File: src/rtl/button_pkg.sv
// Shared definitions for pushbutton input blocks: FSM encoding and default
// timing constants for the 16 MHz board clock.
package button_pkg;

    typedef enum logic [1:0] {
        IDLE         = 2'd0,
        PRESS_WAIT   = 2'd1,
        HELD         = 2'd2,
        RELEASE_WAIT = 2'd3
    } btn_state_t;

    localparam int CLK_HZ                  = 16_000_000;
    localparam int DEBOUNCE_CYCLES_DEFAULT = CLK_HZ / 100;  // 10 ms
    localparam int LONG_CYCLES_DEFAULT     = CLK_HZ;        // 1 s

endpackage

File: src/rtl/sync_2ff.sv
// Two-flop synchronizer for a single asynchronous input; reset loads a
// caller-chosen idle level so no spurious edge is seen after reset.
module sync_2ff #(
    parameter logic RESET_VALUE = 1'b0
) (
    input  logic CLK,
    input  logic RST,
    input  logic d,
    output logic q
);

    logic meta_reg;
    logic sync_reg;

    always_ff @(posedge CLK) begin
        if (RST) begin
            meta_reg <= RESET_VALUE;
            sync_reg <= RESET_VALUE;
        end else begin
            meta_reg <= d;
            sync_reg <= meta_reg;
        end
    end

    assign q = sync_reg;

endmodule

File: src/rtl/button_reader.sv
// Pushbutton front end: synchronize, debounce, and emit press / release /
// long-press pulses plus a clean pressed level. All outputs registered.
module button_reader
    import button_pkg::*;
#(
    parameter bit ACTIVE_LOW      = 1'b1,
    parameter int DEBOUNCE_CYCLES = DEBOUNCE_CYCLES_DEFAULT,
    parameter int LONG_CYCLES     = LONG_CYCLES_DEFAULT
) (
    input  logic CLK,
    input  logic RST,
    input  logic BTN,
    output logic PRESSED,
    output logic PRESS,
    output logic RELEASE,
    output logic LONG_PRESS
);

    localparam int DW = $clog2(DEBOUNCE_CYCLES);
    localparam int HW = $clog2(LONG_CYCLES);
    localparam logic [DW-1:0] DCNT_LAST = DW'(DEBOUNCE_CYCLES - 1);
    localparam logic [HW-1:0] HCNT_LAST = HW'(LONG_CYCLES - 1);
    localparam logic [DW-1:0] DCNT_ONE  = DW'(1);

    logic btn_sync;
    logic b;

    btn_state_t    state_reg, state_next;
    logic [DW-1:0] dcnt_reg, dcnt_next;
    logic [HW-1:0] hcnt_reg, hcnt_next;
    logic          pressed_reg, pressed_next;
    logic          press_reg, press_next;
    logic          release_reg, release_next;
    logic          long_reg, long_next;

    sync_2ff #(
        .RESET_VALUE (ACTIVE_LOW)
    ) u_sync (
        .CLK (CLK),
        .RST (RST),
        .d   (BTN),
        .q   (btn_sync)
    );

    // Normalized so that 1 always means "pressed".
    assign b = btn_sync ^ ACTIVE_LOW;

    always_ff @(posedge CLK) begin
        if (RST) begin
            state_reg   <= IDLE;
            dcnt_reg    <= '0;
            hcnt_reg    <= '0;
            pressed_reg <= 1'b0;
            press_reg   <= 1'b0;
            release_reg <= 1'b0;
            long_reg    <= 1'b0;
        end else begin
            state_reg   <= state_next;
            dcnt_reg    <= dcnt_next;
            hcnt_reg    <= hcnt_next;
            pressed_reg <= pressed_next;
            press_reg   <= press_next;
            release_reg <= release_next;
            long_reg    <= long_next;
        end
    end

    always_comb begin
        state_next   = state_reg;
        dcnt_next    = dcnt_reg;
        hcnt_next    = hcnt_reg;
        press_next   = 1'b0;
        release_next = 1'b0;
        long_next    = 1'b0;
        case (state_reg)
            IDLE: begin
                if (b) begin
                    state_next = PRESS_WAIT;
                    dcnt_next  = DCNT_ONE;
                end
            end
            PRESS_WAIT: begin
                if (!b) begin
                    state_next = IDLE;
                    dcnt_next  = '0;
                end else if (dcnt_reg == DCNT_LAST) begin
                    state_next = HELD;
                    dcnt_next  = '0;
                    hcnt_next  = '0;
                    press_next = 1'b1;
                end else begin
                    dcnt_next = dcnt_reg + 1'b1;
                end
            end
            HELD: begin
                // Saturating hold count; the pulse fires only on the step
                // into the terminal value, so it cannot repeat within a press.
                if (hcnt_reg < HCNT_LAST) begin
                    hcnt_next = hcnt_reg + 1'b1;
                    long_next = (hcnt_reg == HCNT_LAST - 1'b1);
                end
                if (!b) begin
                    state_next = RELEASE_WAIT;
                    dcnt_next  = DCNT_ONE;
                end
            end
            RELEASE_WAIT: begin
                if (b) begin
                    state_next = HELD;
                    dcnt_next  = '0;
                end else if (dcnt_reg == DCNT_LAST) begin
                    state_next   = IDLE;
                    dcnt_next    = '0;
                    release_next = 1'b1;
                end else begin
                    dcnt_next = dcnt_reg + 1'b1;
                end
            end
            default: begin
                state_next = IDLE;
                dcnt_next  = '0;
                hcnt_next  = '0;
            end
        endcase
        pressed_next = (state_next == HELD) || (state_next == RELEASE_WAIT);
    end

    assign PRESSED    = pressed_reg;
    assign PRESS      = press_reg;
    assign RELEASE    = release_reg;
    assign LONG_PRESS = long_reg;

endmodule

File: config.mk
export PLATFORM = sky130hd
export DESIGN_NAME = button_reader
export DESIGN_NICKNAME = d
export VERILOG_FILES = /design/src/rtl/button_pkg.sv /design/src/rtl/sync_2ff.sv /design/src/rtl/button_reader.sv
export SDC_FILE = /design/constraint.sdc
export NUM_CORES = 1
export LEC_CHECK = 0
export ABC_AREA = 1
export CAP_MARGIN = 20
export CORE_MARGIN = 1
export CORE_UTILIZATION = 40
export DETAILED_ROUTE_END_ITERATION = 10
export PLACE_DENSITY = 0.55
export SETUP_SLACK_MARGIN = 0.15
export SKIP_CTS_REPAIR_TIMING = 1
export SLEW_MARGIN = 20
export SYNTH_ARGS = -nofsm -noshare
export SYNTH_HDL_FRONTEND = slang
export SYNTH_HIERARCHICAL = 1
export SYNTH_SLANG_ARGS = --single-unit
File: constraint.sdc
create_clock -name CLK -period 1.8 [get_ports CLK]
set_clock_uncertainty 0.05 [all_clocks]
set_input_delay 0.36 -clock CLK [delete_from_list [all_inputs] [get_ports CLK]]
set_output_delay 0.36 -clock CLK [all_outputs]
set_load 0.01 [all_outputs]
# [Word-level counts from Yosys, hierarchy flattened]
# Cells that the tools add are included.
[word_totals] mem_count=0 latchBits=0 mem_bits_rw=0 regBits=50 inputBits=3 elab_cells=55 rom_bits=0 out_inout_bits=4
[op_classes] n_eq_ne=12 mux=18 n_mul=0 reduce_logical=8 bitwise=5 n_lt_le_gt_ge=1 n_addsub=2 shift=0 div=0
[ops] op="2-to-1 mux 18 bit" count=5
[ops] op="2-to-1 mux 24 bit" count=3
[ops] op="case mux 18 bit (4 select lines)" count=1
[ops] op="case mux 24 bit (2 select lines)" count=1
[ops] op="adder 24 x 1 -> 24 bit (second input constant)" count=1
[ops] op="== test 24 bit (second input constant)" count=1
[ops] op="less-than comparator 24 bit (second input constant)" count=1
[ops] op="adder 18 x 1 -> 18 bit (second input constant)" count=1
[ops] op="== test 18 bit (second input constant)" count=1
[ops] op="2-to-1 mux 2 bit" count=6
[ops] op="OR reduction 3 bit" count=3
[ops] op="== test 2 bit (second input constant)" count=4
[ops] op="inequality test 2 bit (second input constant)" count=4
[ops] op="case mux 2 bit (4 select lines)" count=1
[ops] op="inverter 1 bit" count=5
[ops] op="AND reduction 4 bit" count=1
[ops] op="== test 2 x 1 -> 1 bit (second input constant)" count=1
[ops] op="logical NOT 2 bit" count=1
[ops] op="inequality test 2 x 1 -> 1 bit (second input constant)" count=1
[ops] op="AND reduction 2 bit" count=1
[ops] op="nonzero test 2 bit" count=1
[ops] op="logical OR 1 bit" count=1
[ops] op="2-to-1 mux 1 bit" count=1

# [Longest topological paths before layout]
# Gate-level depths: netlist (run 1).
[logic_depth] word_depth=6 depth_mapped=11 mapped_depth_nobuf=11

# [Cells and area by module]
# The synthesis (run 1) kept the hierarchy.
[modules_own_cells] module="button_reader" cells_each=480 area_each_um2=2994.1 instances=1 seq_area_each_um2=960.9
[modules_own_cells] module="sync_2ff" cells_each=7 area_each_um2=58.8 instances=1 seq_area_each_um2=40.0

# [Least setup slack after synthesis (run 1)]
# Ideal clock, no wire load.
[synth_path] path_type="reg2reg" from="register hcnt_reg[0]" to="register hcnt_reg[20]" path_buffers=1 path_stages_with_launch=10 slack_ns=0.131 period_less_slack_ns=1.669 arrival_time_ns=1.483 setup_ns=0.136 required_ns=1.614 cell_sequence="dfxtp_1 -> ha_1 -> nand3_2 -> nor2_2 -> nand3_1 -> nand3_2 -> nand2_4 -> buf_2 -> nand3_1 -> a21oi_2"
[synth_via] elab_chain_len=3 elab_cells_between_ends=6 cone_classes="add/sub: 1; order compare: 1; eq/ne: 1; mux: 2; reduce/logical: 1"
[synth_rtl] item="start, declared" line_no="button_reader.sv:30" text="logic [HW-1:0] hcnt_reg, hcnt_next;"
[synth_rtl] item="start signal, assigned" line_no="button_reader.sv:60" text="hcnt_reg <= hcnt_next;"
[synth_rtl] item="adder 24 x 1 -> 24 bit / less-than comparator 24 bit (equally long branches)" line_no="button_reader.sv:99, button_reader.sv:98"
[synth_rtl] item="2-to-1 mux 24 bit / inequality test 2 bit (equally long branches)"
[synth_rtl] item="case mux 24 bit (2 select lines) / AND reduction 4 bit (equally long branches)"
# Parallel ways exist; a longest one is shown, timed or not. The select of a mux whose other input is x is not followed.
# A chain may end at the register's enable or synchronous reset.

# [Worst setup path in the final report (run 1)]
[layout_path] from="register dcnt_reg[4]" to="register hcnt_reg[13]"
[layout_via] elab_chain_len=3
[layout_rtl] item="start, declared" line_no="button_reader.sv:29" text="logic [DW-1:0] dcnt_reg, dcnt_next;"
[layout_rtl] item="start signal, assigned" line_no="button_reader.sv:59" text="dcnt_reg <= dcnt_next;"
[layout_rtl] item="== test 18 bit" line_no="button_reader.sv:86" text="end else if (dcnt_reg == DCNT_LAST) begin"
[layout_rtl] item="inequality test 2 bit (no source line)"
[layout_rtl] item="AND reduction 4 bit (no source line)"
# Every way passes these cells.

==> summary.txt, run 1 <==
STA
  – Setup violators final: 0
  – Slew headroom: 71.79%
  – Minimum clock period: 1673 ps
  – Fin. Hold Viols: 0
  – Worst slew pin tran: about 420 ps
  – Final worst slack: 127.1 ps
  – RSZ-0062 raised after global routing: yes
  – Max-slew violation count: 0
  – Period utilization: 92.94%
  – Fmax: 0.5978 GHz
  – TNS Setup: 0 ps
  – Worst hold slack: 378.6 ps

Final layout
  – Number of flip-flops in the largest register: 24
  – Diode count: 0
  – Register area: 0.001032 mm^2
  – # fillers: 718
  – Layout area overhead: 29.92%
  – Layout Nets: 532
  – Final Cell Area: roughly 0.0040 mm^2
  – Share of layout cells above drive strength 1: 28.46%
  – Multi-input gate area: roughly 0.0021 mm^2
  – Post-Layout Cell Count: 626
  – Final core occ: 54.10%

Route
  – Drt pass-1 iters: 5
  – Iteration-0 DRC Markers: about 230
  – Post-route ant nets: 0
  – Total wire length: 8200 um
  – Drt wl/cell: approximately 13 um
  – Residual DRC: 0
  – DR vias/cell: approximately 5.1
  – Vias: ~3200

Global route
  – Initial antenna violation count: 0
  – First-pass GRT wire length: 12340 um
  – Tot GR Track Use: 20.14%
  – GRT Residual Overflow: 0
  – Vias in the first global route: 2563
  – Largest net degree at the start of global routing: 27

Synth
  – EDFF count, synth: 0
  – Net Count, Synth: just under 500
  – Mapped Area: 0.003053 mm^2
  – Netlist cell types: 30
  – Cells after Synth: 487
  – Top_reg_cell synth: dfxtp_1
  – Sequential share of the synthesized area: 32.79%
  – Flops & latches, synth: 50
  – Post-synth ARST share: 0%
  – Average cell area after synthesis: 6.269 um^2
  – Yosys warning count: 6

Worst setup path
  – Critical path data required time: 2000 ps
  – Top cell by count, worst path: nand2_1
  – Crit start category: flop
  – CP max-delay cell: dfxtp_1
  – Setup Crit Path Kind: flop to flop
  – Crit-path cells: nand2_1 -> inv_1 -> nand2_1 -> nor2_4 -> nand2_4 -> nand2_8 -> clkbuf_16 -> nand3_2 -> a21oi_2
  – Max stage delay on crit path: 390 ps
  – Worst EP arrival: 1870 ps
  – Crit-path max FO: 7
  – Reg2reg path depth: 9
  – CP endpoint kind: flop
  – R2r setup slk: 130 ps
  – R2r startpoint: dcnt_reg[4]
  – End of the worst register-to-register path: hcnt_reg[13]

Power and ir drop
  – Static leakage: about 1.4 nW
  – Design Power: 1.915 mW
  – Peak VDD IR: ~0.34 mV
  – PwrDens: 482.7 mW/mm^2

Placement
  – Post-DP Area: 0.003367 mm^2
  – Placed insts: 605
  – Number of port buffers: 6
  – GP Congestion: 0.8840
  – Post-DP HPWL: 5490 um
  – DP Worst Slack: 33.65 ps

Clocking
  – Clk sinks: 50
  – TritonCTS clock tree: built
  – Worst-Skew Late Latency: approximately 320 ps
  – Root buf cell: clkbuf_8
  – CTS H-tree depth: 2
  – CTS Buffer Depth: 2
  – CTS Buf Count: 5
  – Worst-path clk slew: 100 ps

Floorplanning
  – Boundary pin count: 7
  – Core Area: approximately 0.0073 mm^2
  – Chip height: 89.37 um
  – Starting density of the core: 41.65%
  – # rows: 31
  – Die area: between 0.007 and 0.008 mm^2
  – Die width: roughly 89 um

Hold path
  – Endpoint of the worst hold path: u_sync/q
  – Min-Delay Path Class: flop to flop
  – Hold Path Origin: u_sync/meta_reg
  – Worst hold path depth: 2

Run
  – Max cap viols: 0

Status
  – Status: completed
## cells in the mapped netlist (5+ instances only)
cell / n / area share (%)
inv_1: 55 / 6.8
o21bai_1: 5 / 1.2
nand4_1: 13 / 2.7
xor2_1: 8 / 2.3
nor2_2: 6 / 1.2
clkbuf_1: 5 / 0.61
nand2_1: 137 / 17
a21oi_1: 24 / 3.9
nor3_1: 8 / 1.3
nor2_1: 79 / 9.7
a21oi_2: 10 / 2.9
dfxtp_1: 50 / 33
o21ai_0: 7 / 1.1
nand2_2: 6 / 1.2
nand3_1: 45 / 7.4
## power by group
part | internal, mW | switching, mW | leakage [nW] | total, mW
clock network | 0.283 | 0.425 | 0.0489 | 0.708
logic | 0.0353 | 0.0600 | 0.937 | 0.0953
registers | 1.11 | 0.00425 | 0.414 | 1.11
total | 1.43 | 0.490 | 1.40 | 1.91
## how the worst max path moves through the flow
stage | start | endpoint | depth (start not counted) | slack, ps
2_1_floorplan | hcnt_reg[1] | hcnt_reg[20] | 9 | 170
3_3_place_gp | dcnt_reg[0] | hcnt_reg[9] | 8 | 50
3_5_place_dp | dcnt_reg[0] | hcnt_reg[13] | 8 | 30
4_1_cts | dcnt_reg[0] | hcnt_reg[13] | 8 | -4
5_1_grt | dcnt_reg[0] | hcnt_reg[5] | 8 | 50
6_report | dcnt_reg[4] | hcnt_reg[13] | 9 | 130
## critical path, delay by kind of cell (launching register included)
kind	cells	cell delay, ps
AOI/OAI and AO/OA	1	120
buffers and inverters	2	280
DFF	1	390
and+or+nand+nor	6	750
## placed cells by master (no fill, tap or decap), types with 5 or more instances in the layout
cell / instances
o21ai_0: 5
nand3_2: 15
buf_4: 27
nor2_4: 7
nand2_1: 130
a21oi_1: 13
nand3_1: 30
xor2_1: 8
nor3_1: 8
nor2_2: 16
clkbuf_8: 5
nand2_2: 13
nand4_1: 13
dfxtp_1: 29
dfxtp_2: 19
o21bai_1: 5
clkdlybuf4s50_1: 6
inv_1: 53
a21oi_2: 21
nor2_1: 62
## area by class of cell
cell class / count / share of cell area (%)
Tap cell: 99 / 3.123
Clock inverter: 3 / 0.5678
Timing Repair Buffer: 41 / 10.69
Multi-Input combinational cell: 370 / 52.37
Inverter: 58 / 5.489
Clock buffer: 5 / 1.735
Sequential cell: 50 / 26.03
## cells by family after synthesis
kind of cell,synth area share [%]
xor+xnor,3.156
flops,32.79
buf+inv,9.303
compound gates,10.41
simple gates,43.11
fa+ha+maj,1.230
## layer usage
metal  track usage, %  part of all wire [%]
met4            5.628                   1.3
met2            29.98                    43
met3            3.139                   3.9
met1            29.85                    52
met5                0                     0
Note: power is estimated with default switching activity, not from simulation.
==> run 2: changes to the inputs <==
- CORE_UTILIZATION: 40 -> 62
- PLACE_DENSITY: 0.55 -> 0.77
- clock period: 1.8 -> 1.55 ns (I/O delays scaled with it)
==> run 2 against run 1 <==
- clock power grew 26%
- utilization rose by 41 points
- the run now ends with setup timing left
- non-clock buffer count grew 53
- critical endpoint is now hcnt_reg[21]
- highest routed layer unchanged
- maximum frequency is 13% lower
==> summary.txt, run 2 (same netlist as run 1, synthesis figures left out) <==
Status
  – Status: complete, but fails checks
  – Violated checks: setup timing

Clocking
  – Worst-path clk slew: 100 ps (about the same)
  – Root buf cell: clkbuf_8
  – Worst-Skew Late Latency: 340 ps (+20 ps)
  – TritonCTS clock tree: built
  – CTS Buffer Depth: 2 (unchanged)
  – CTS H-tree depth: 2 (unchanged)
  – Clk sinks: 50 (unchanged)
  – CTS Buf Count: 5 (unchanged)

Route
  – Drt wl/cell: 22.99 um (+76%)
  – Drt pass-1 iters: 8 (+3)
  – Iteration-0 DRC Markers: 1055 (+350%)
  – DR vias/cell: 6.974 (+38%)
  – Post-route ant nets: 0 (unchanged)
  – Residual DRC: 0 (unchanged)
  – Vias: 4512 (+43%)
  – Total wire length: 14870 um (+81%)

Final layout
  – Most frequent cells in the layout: 109 x nand2_1, 76 x buf_4, 48 x nor2_1
  – Commonest non-fill, non-tap cell in the layout: nand2_1
  – Layout area overhead: 47.79%
  – Final Cell Area: 0.004512 mm^2 (+14%)
  – Share of layout cells above drive strength 1: 41.21% (+13 points)
  – # fillers: 118 (-84%)
  – Final core occ: 95.52% (+41 points)
  – Post-Layout Cell Count: 647 (+3.4%)
  – Diode count: 0 (unchanged)
  – Number of flip-flops in the largest register: 24 (unchanged)
  – Layout Nets: 585 (+10%)

STA
  – Fin. Hold Viols: 0 (unchanged)
  – Minimum clock period: 1927 ps (+254.0 ps)
  – Fmax: 0.5190 GHz (-13%)
  – Worst slew pin tran: 413.5 ps (-9.641 ps)
  – Setup violators final: 44 (+44)
  – Worst hold slack: 423.1 ps (+44.48 ps)
  – Slew headroom: 72.43% (+0.64 points)
  – TNS Setup: -9426 ps (-9426 ps)
  – Period utilization: 124.3% (+31 points)
  – Max-slew violation count: 0 (unchanged)
  – RSZ-0062 raised after global routing: yes
  – Final worst slack: -376.9 ps (-504.0 ps)

Worst setup path
  – Critical path data required time: 1710 ps (-290 ps)
  – Worst EP arrival: 2090 ps (+220 ps)
  – Crit-path max FO: 6 (-1)
  – Worst Setup SP: hcnt_reg[16]
  – CP endpoint kind: flop
  – R2r startpoint: hcnt_reg[16]
  – Crit start category: flop
  – Setup Crit Path Kind: flop to flop

Global route
  – Vias in the first global route: 3083 (+20%)
  – Initial antenna violation count: 0 (unchanged)
  – GRT Residual Overflow: 0 (unchanged)
  – First-pass GRT wire length: 13410 um (+8.7%)
  – Tot GR Track Use: 32.71% (+13 points)
  – Largest net degree at the start of global routing: 27 (unchanged)

Floorplanning
  – Chip height: 72.17 um (-19%)
  – Boundary pin count: 7 (unchanged)
  – Starting density of the core: 64.64% (+23 points)
  – Die area: 0.005209 mm^2 (-35%)
  – Core Area: 0.004723 mm^2 (-36%)
  – Die width: 72.17 um (-19%)
  – # rows: 25 (-19%)

Power and ir drop
  – Comb pwr share: 6.6% (+1.6 points)
  – Clk pwr share: 38.3% (+1.3 points)
  – P_int: 1.702 mW (+19%)
  – Peak VDD IR: 0.5463 mV (+62%)
  – Static leakage: 1.756 nW (+25%)
  – Design Power: 2.324 mW (+21%)
  – PwrDens: 515.0 mW/mm^2 (+6.7%)
  – Net Switching: 621.9 uW (+27%)
  – Sw Ratio: 26.76% (+1.2 points)
  – Flop pwr share: 55.1% (-3.0 points)

Placement
  – GP Congestion: 0.9216 (+4.3%)
  – Number of port buffers: 6 (unchanged)
  – Post-DP Area: 0.003719 mm^2 (+10%)
  – Post-DP HPWL: 6028 um (+9.8%)
  – DP Worst Slack: -132.7 ps (-166.3 ps)
  – Placed insts: 617 (+2.0%)

Run
  – Max cap viols: 0 (unchanged)

Hold path
  – Hold Path Origin: hcnt_reg[23]
  – Min-Delay Path Class: flop to flop
## run 2: changes by cell type in the layout (fill, tap and decap cells not counted), moves of 9 or more
cell	change
a21oi_2	-9
buf_4	+49
nand2_2	+18
a21oi_1	+9
nand2_1	-21
nor2_1	-14
## run 2: metal layers
metal  track usage, %  part of all wire [%]  up-vias
met4            15.25                    11        0
met2            51.51                    41      540
li1                 -                     -     1744
met5                0                     0        -
met3            5.694                    15      237
met1            43.60                    33     1991
## run 2: worst max-delay path: stages (launching register included)
cell,delay [ps]
dfxtp_2,340
nor2_1,210
nand3_1,210
nor2_4,190
nand2_1,120
nand3_4,130
nand2_8,120
clkbuf_16,210
nand3_2,150
a21oi_2,70
## run 2: area by class of cell
cell class | instances | area (um^2) | share of cell area [%]
Multi-Input combinational cell | 370 | 2207 | 48.92
Sequential cell | 50 | 1051 | 23.29
Timing Repair Buffer | 94 | 852.1 | 18.89
Inverter | 58 | 217.7 | 4.825
Tap cell | 67 | 83.83 | 1.858
Clock buffer | 6 | 82.58 | 1.830
Clock inverter | 2 | 17.52 | 0.3882
## run 2: power groups by stage
stage / clock network, mW / logic (mW) / registers (mW)
floorplan: 0 / 0.0487 / 1.32
global placement: 0 / 0.0898 / 1.32
detailed placement: 0 / 0.0916 / 1.32
CTS: 0.841 / 0.0919 / 1.29
global route: 0.897 / 0.154 / 1.28
finish: 0.890 / 0.153 / 1.28
## run 2: final timing paths
| check | end | slack [ps] | depth (start not counted) |
|---|---|---|---|
| worst min-delay path | hcnt_reg[23] | 420 | 2 |
| worst max register to register | hcnt_reg[21] | -380 | 9 |
| worst min register to register | hcnt_reg[23] | 420 | 2 |
| worst max-delay path | hcnt_reg[21] | -380 | 9 |
==> RTL change, RTL diff (config.mk and constraints of run 1) <==
The 4 states of `btn_state_t` get a Gray code encoding in 2 bits.
--- a/src/rtl/button_pkg.sv
+++ b/src/rtl/button_pkg.sv
@@ -4,8 +4,8 @@
 
     typedef enum logic [1:0] {
-        IDLE         = 2'd0,
-        PRESS_WAIT   = 2'd1,
-        HELD         = 2'd2,
-        RELEASE_WAIT = 2'd3
+        IDLE         = 2'b00,
+        PRESS_WAIT   = 2'b01,
+        HELD         = 2'b11,
+        RELEASE_WAIT = 2'b10
     } btn_state_t;
 
Check against the original RTL: same outputs for any inputs over 10 cycles, from zero or initial values and one cycle with RST high; not proved beyond that.
==> RTL change against run 1 <==
Final cell count grew 5.9%; largest cell class unchanged; routed wire length increased by 8.1%; utilization increased by 0.77 points; hold slack improved by 0.030 ns; synthesized area up 4.4%; synthesized cell count rose by 2.7%; critical endpoint is now hcnt_reg[20]$_SDFFE_PP0P_; worst setup slack gained 0.0064 ns; fmax rose by 0.39%; sequential cell count did not move; critical path depth unchanged; final area up 6.9%.
Power is not compared: it rests on default switching activity, and its combinational part moved more than twofold at a synthesized area within 25%.
==> RTL change: results <==
[routing]
routed_wl_um = 8870
wl_met3_um = 282
vias = 3336
met1Wirelength_um = 4370
first_pass_iters = 4
met2_length_um = 4150
drt_first_iter_violations = 149

[global_routing]
grt_pass1_wl_um = 14100
grt_use_total_pct = 21.0
grt_max_degree = 25
met1_usage_pct = 28.6
met3_usage_pct = 3.27
met2_usage_pct = 34.7
grt_pass1_vias = 3010

[logic_synthesis]
netlist.area_leader.share_pct = 31.4
yosys-top-cells-area = dfxtp_1 (31%), nand2_1 (15%), nor2_1 (10%), nand3_1 (8.3%), inv_1 (6.1%)
syn_nets = 511
postSynthCellCount = 500
synth-adder-area-share_pct = 3.14
synth-compound-area-share_pct = 8.79
yosysSeqAreaShare_pct = 31.4
ys.flop_type = dfxtp_1
synth.mux.area_fraction_pct = 0
yosysUniqueCellTypes = 34
ys_top_cells_by_count = nand2_1 (125), nor2_1 (89), nand3_1 (53)
synthXorXnorAreaFrac_pct = 4.12

[worst_hold_path]
min_path_cells = 2

[setup_path]
reg2reg_to = hcnt_reg[20]$_SDFFE_PP0P_
r2r_start = dcnt_reg[1]$_SDFFE_PP0P_
worst-endpoint-arrival_ns = 1.81
cp_slowest_stage_delay_ns = 0.38
r2r_cells = 9
crit_slowest_cell = dfxtp_4

[finish]
fillers = 758
nNetsFinal = 571
drive_gt1_share_pct = 27.8
instances_no_fill = 663

[place]
place_hpwl_um = 6170
dpl_cell_area_um2 = 3630
gp_congestion = 0.865
place_inst = 636
dp_slack_ns = -0.0235

[status]
status = complete, no violations

[timing]
fin_ws_ns = 0.134
tightest_slew_ns = 0.392

[clock_tree]
clk_path_buf_depth = 2
RTL change: area by class of cell:
class / instances / area (um2) / area share [%]
clock buffers: 5 / 68.8 / 1.62
flip-flops and latches: 50 / 1030 / 24.3
multi-input cells: 382 / 2130 / 50.2
clock inverters: 3 / 47.5 / 1.12
well taps: 102 / 128 / 3.01
repair buffers: 65 / 609 / 14.4
repair inverters: 1 / 7.51 / 0.177
inverters: 55 / 220 / 5.19
RTL change: worst max-delay path: cells and delay by family, from the launching register on:
family,cells,cell delay [ns]
AND/OR/NAND/NOR,6,0.77
flip-flops,1,0.38
buffers and inverters,1,0.15
adder cells (fa/ha/maj),1,0.14
AO/OA/AOI/OAI,1,0.05
RTL change: through the flow:
stage / hold slack [ns] / utilization [%]
floorplan: 0.337 / -
CTS: 0.406 / 48.4
global route: 0.417 / 54.9
finish: 0.408 / 54.9
detailed placement: 0.392 / 46.9
global placement: 0.386 / 46.9
